`config.mk`:
```
export PLATFORM = sky130hd
export DESIGN_NAME = aes_block_loader
export DESIGN_NICKNAME = d
export VERILOG_FILES = /design/src/rtl/aes_block_loader.sv
export SDC_FILE = /design/constraint.sdc
export NUM_CORES = 1
export LEC_CHECK = 0
export CORE_ASPECT_RATIO = 0.8
export CORE_MARGIN = 4
export CORE_UTILIZATION = 25
export DETAILED_ROUTE_END_ITERATION = 6
export DONT_BUFFER_PORTS = 1
export RECOVER_POWER = 25
export SETUP_SLACK_MARGIN = 0.4
export SLEW_MARGIN = 20
export SYNTH_ARGS = -nofsm -noshare
export SYNTH_HDL_FRONTEND = slang
export SYNTH_SLANG_ARGS = --single-unit
```
`constraint.sdc`:
```
create_clock -name clk_i -period 3.6 [get_ports clk_i]
set_clock_uncertainty 0.2 [all_clocks]
set_input_delay 0.36 -clock clk_i [delete_from_list [all_inputs] [get_ports clk_i]]
set_output_delay 0.36 -clock clk_i [all_outputs]
set_load 0.03 [all_outputs]
```
`src/rtl/aes_block_loader.sv`:
```
// Collects key and plaintext words for an AES-256 core. It holds the core inputs steady for
// LATENCY_P cycles, captures the ciphertext, and keeps it until downstream consumes it.
module aes_block_loader #(
  parameter int unsigned LATENCY_P = 50
) (
  input  logic         clk_i,
  input  logic         reset_n_i,
  input  logic [31:0]  word_i,
  input  logic         word_type_i,
  input  logic         v_i,
  output logic         ready_o,
  output logic [127:0] plaintext_o,
  output logic [255:0] initial_key_o,
  input  logic [127:0] ciphertext_i,
  output logic [127:0] ciphertext_o,
  output logic         v_o,
  input  logic         yumi_i,
  output logic         key_valid_o,
  output logic         err_o
);

  typedef enum logic [1:0] {StLoad, StWait, StDone} state_e;

  localparam logic [7:0] WaitInit = 8'(LATENCY_P - 1);

  state_e         state_q, state_d;
  logic [2:0]     key_cnt_q, key_cnt_d;
  logic [1:0]     pt_cnt_q, pt_cnt_d;
  logic [7:0]     wait_cnt_q, wait_cnt_d;
  logic [255:0]   key_q, key_d;
  logic [127:0]   pt_q, pt_d;
  logic [127:0]   ct_q, ct_d;
  logic           key_valid_q, key_valid_d;
  logic           err_q, err_d;
  logic           v_q, v_d;

  always_comb begin
    state_d     = state_q;
    key_cnt_d   = key_cnt_q;
    pt_cnt_d    = pt_cnt_q;
    wait_cnt_d  = wait_cnt_q;
    key_d       = key_q;
    pt_d        = pt_q;
    ct_d        = ct_q;
    key_valid_d = key_valid_q;
    err_d       = 1'b0;
    v_d         = v_q;

    unique case (state_q)
      StLoad: begin
        if (v_i) begin
          if (!word_type_i) begin
            // Word n lands at bit (7-n)*32, so the first word is the most significant.
            key_d[{~key_cnt_q, 5'b0} +: 32] = word_i;
            if (key_cnt_q == 3'd0) key_valid_d = 1'b0;
            if (key_cnt_q == 3'd7) key_valid_d = 1'b1;
            key_cnt_d = key_cnt_q + 3'd1;
          end else if (key_valid_q) begin
            pt_d[{~pt_cnt_q, 5'b0} +: 32] = word_i;
            pt_cnt_d = pt_cnt_q + 2'd1;
            if (pt_cnt_q == 2'd3) begin
              state_d    = StWait;
              wait_cnt_d = WaitInit;
            end
          end else begin
            err_d = 1'b1;
          end
        end
      end
      StWait: begin
        if (wait_cnt_q == 8'd0) begin
          ct_d    = ciphertext_i;
          v_d     = 1'b1;
          state_d = StDone;
        end else begin
          wait_cnt_d = wait_cnt_q - 8'd1;
        end
      end
      StDone: begin
        if (yumi_i) begin
          v_d     = 1'b0;
          state_d = StLoad;
        end
      end
      default: state_d = StLoad;
    endcase
  end

  always_ff @(posedge clk_i or negedge reset_n_i) begin
    if (!reset_n_i) begin
      state_q     <= StLoad;
      key_cnt_q   <= 3'd0;
      pt_cnt_q    <= 2'd0;
      wait_cnt_q  <= 8'd0;
      key_q       <= '0;
      pt_q        <= '0;
      ct_q        <= '0;
      key_valid_q <= 1'b0;
      err_q       <= 1'b0;
      v_q         <= 1'b0;
    end else begin
      state_q     <= state_d;
      key_cnt_q   <= key_cnt_d;
      pt_cnt_q    <= pt_cnt_d;
      wait_cnt_q  <= wait_cnt_d;
      key_q       <= key_d;
      pt_q        <= pt_d;
      ct_q        <= ct_d;
      key_valid_q <= key_valid_d;
      err_q       <= err_d;
      v_q         <= v_d;
    end
  end

  assign ready_o       = (state_q == StLoad);
  assign plaintext_o   = pt_q;
  assign initial_key_o = key_q;
  assign ciphertext_o  = ct_q;
  assign v_o           = v_q;
  assign key_valid_o   = key_valid_q;
  assign err_o         = err_q;

endmodule
```
==> impl_metrics.py <==
metrics = {
    "clock_tree": {
        "cts_setup_buffers": 0,
        "h-tree-depth": 2,
        "root_buffer": "clkbuf_16",
        "clock_sinks": 530,
        "numCtsBuffers": 57,
        "cts_max_path_buffers": 3,
        "clk_latency_ps": 630,
        "cts-hold-fix-buffers": 188,
        "clk_pin_slew_ps": 70,
        "tritoncts": "built",
    },
    "critical_path": {
        "critPathLaunch": "key_cnt_q[0]",
        "path_class": "flop to flop",
        "rr_worst_depth": 7,
        "rr_endpoint": "initial_key_o[252]",
        "cp_max_fo": 32,
        "path_common_cell": "ha_1",
        "path_delay_family": "buffers and inverters",
        "ff2ff_setup_slack_ps": 540,
        "slowest_delay_ps": 590,
        "crit_buf_inv": 2,
        "r2r-start": "key_cnt_q[0]",
        "critPathSlowestCell": "dlygate4sd3_1",
        "cp.required_ps": 3960,
        "arrival_ps": 3430,
        "crit_path_end_kind": "flop",
        "cp_cell_sequence": "ha_1 > ha_1 > and4b_1 > buf_4 > nand3_1 > dlygate4sd3_1 > nand2_1",
        "critPathLaunchType": "flop",
    },
    "drt": {
        "drc": 0,
        "route.met3.wl_mm": 6.90,
        "totalWireLength_mm": 79.6,
        "highest-signal-layer": "met5",
        "wirelength_met1_mm": 34.2,
        "drtAntennaViolNets": 0,
        "firstDrtPassIters": 5,
        "wl_met2_mm": 37.0,
        "drt-vias-per-instance": 4.55,
        "vias": 14600,
        "first_iter_violations": 1115,
        "wl_per_cell_um": 24.7,
    },
    "final_layout": {
        "drive_gt1_frac": 0.155,
        "mostFrequentLayoutCell": "nand2_1",
        "mostFrequentLayoutCells": "nand2_1, dfrtp_1, o21ai_0, dlygate4sd3_1, mux2_2",
        "nNetsFinal": 2252,
        "syn_to_final_growth_pct": 25.6,
    },
    "floorplan": {
        "row_count": 93,
        "die-area_um2": 87100,
        "core_um2": 81100,
        "die_w_um": 329,
        "io_pins": 681,
        "start_util": 0.254,
        "die_h_um": 265,
    },
    "global_routing": {
        "grt_pass1_wl_mm": 112,
        "antenna_found_initial": 9,
        "first_global_vias": 14700,
        "grt_max_degree": 531,
        "grt_overflow": 0,
        "grt.total_usage": 0.176,
    },
    "timing": {
        "tightest_slew_ps": 1440,
        "drv_slew": 0,
        "rsz0062_at_grt": "true",
        "tns_ps": 0,
        "slew_headroom": 0.0377,
        "setup_viol": 0,
        "max_freq_ghz": 0.326,
        "final-hold-violation-count": 530,
        "holdWs_ps": -758,
        "period_needed_ps": 3060,
        "finalCritPeriodShare": 0.851,
    },
    "synth": {
        "synth_flop_cell": "dfrtp_1",
        "netlist_instances": 1939,
        "ys_ff_latch": 530,
        "synth_compound_area_frac": 0.0820,
        "synth_area_per_cell_um2": 10.6,
        "netlist_area_um2": 20600,
        "synthesis.nets": 2117,
        "synth_top_family_by_area": "simple AND/OR/NAND/NOR gates",
        "synthSimpleGateAreaFrac": 0.145,
        "synthArstFlopShare": 1.00,
        "synth_xor_area_frac": 0.00128,
        "synthMuxAreaShare": 0.0906,
        "synth_edf_count": 0,
        "yosysSeqAreaShare": 0.644,
        "synthDistinctLibCells": 34,
        "synth-adder-area-share": 0.00789,
        "ys_warn_count": 0,
    },
    "pwr": {
        "intPower_mw": 12.5,
        "total_power_mw": 21.7,
        "switchingPower_mw": 9.16,
        "p_seq_frac": 0.523,
        "combPwrFrac": 0.176,
        "p_sw_frac": 0.423,
        "vdd_drop_max_mv": 0.379,
        "p_leak_nw": 11.4,
        "pwr-share-clk": 0.301,
        "p_per_area_nw_per_um2": 838,
    },
    "job": {
        "cap_violations": 0,
    },
    "min_path": {
        "hold_class": "input port to async pin",
    },
    "placed_design": {
        "dp_hpwl_mm": 52.8,
        "port_buffers": 0,
        "routabilityCongestion": 0.814,
    },
    "run_status": {
        "outcome": "finished with violations",
        "violations": "hold timing",
    },
}
-- layout make-up --
cell class / count / area, um^2
fill: 8125 / 55200
sequential: 530 / 13300
multi-input combinational: 1253 / 6820
timing repair buffer: 225 / 2330
clock buffer: 75 / 1580
tap: 1092 / 1370
clock inverter: 30 / 483
inverter: 7 / 26.3
antenna: 7 / 17.5
-- through the flow --
step / worst slack (ps) / area [um^2] / util / cells
detailed placement: 482 / 21800 / 0.269 / 2919
global route: 396 / 25900 / 0.319 / 3212
finish: 536 / 25900 / 0.319 / 3219
global placement: 540 / 21800 / 0.269 / 2919
CTS: 421 / 25900 / 0.319 / 3212
floorplan: 1100 / 20600 / - / 1939
-- state kept, by name, summed over array words and instances, names as in the netlist --
signal         count
wait_cnt_q         8
ciphertext_o     128
key_valid_o        1
v_o                1
state_q            2
err_o              1
plaintext_o      128
initial_key_o    256
key_cnt_q          3
pt_cnt_q           2
-- Yosys cell counts (5+ instances only) --
master,count,area (um^2)
mux2_2,164,1850
clkbuf_1,131,492
o21ai_0,326,1630
ha_1,13,163
nand2b_1,5,31.3
nand4_1,6,37.5
nor2_1,6,22.5
dfrtp_1,530,13300
nand2_1,646,2420
inv_1,7,26.3
nand3_1,43,215
buf_2,15,75.1
-- timing repair --
action	in CTS	in global routing
hold endpoints to repair	1049	530
setup endpoints to repair	0	23
resized for setup	0	2
-- how the worst max path moves through the flow --
stage | cells after the start | end
3_5_place_dp | 6 | initial_key_o[3]
3_3_place_gp | 6 | initial_key_o[21]
4_1_cts | 6 | initial_key_o[157]
2_1_floorplan | 7 | initial_key_o[10]
6_report | 7 | initial_key_o[252]
5_1_grt | 7 | initial_key_o[252]
-- power by group through the flow --
stage          logic, mW  clock network, mW  registers (mW)
6_report            3.82               6.52            11.3
5_1_grt             4.37               6.94            11.5
4_1_cts             3.89               6.69            11.4
3_5_place_dp        3.49                  0            11.5
3_3_place_gp        3.39                  0            11.5
2_1_floorplan       2.41                  0            10.8
-- cells by family (layout without fill, tap and decap cells) --
group,count (synthesis),in the layout
fa+ha+maj,13,13
flops,530,530
compound gates,335,335
buf+inv,156,337
simple gates,736,736
mux,166,166
xor+xnor,3,3
other cells,0,7
-- per-layer routing --
layer,global-route usage,vias to the layer above
met5,0,-
met4,0.0404,4
met3,0.0561,104
met2,0.276,533
met1,0.239,7333
li1,-,6671
Power figures use the tool's default switching activity.
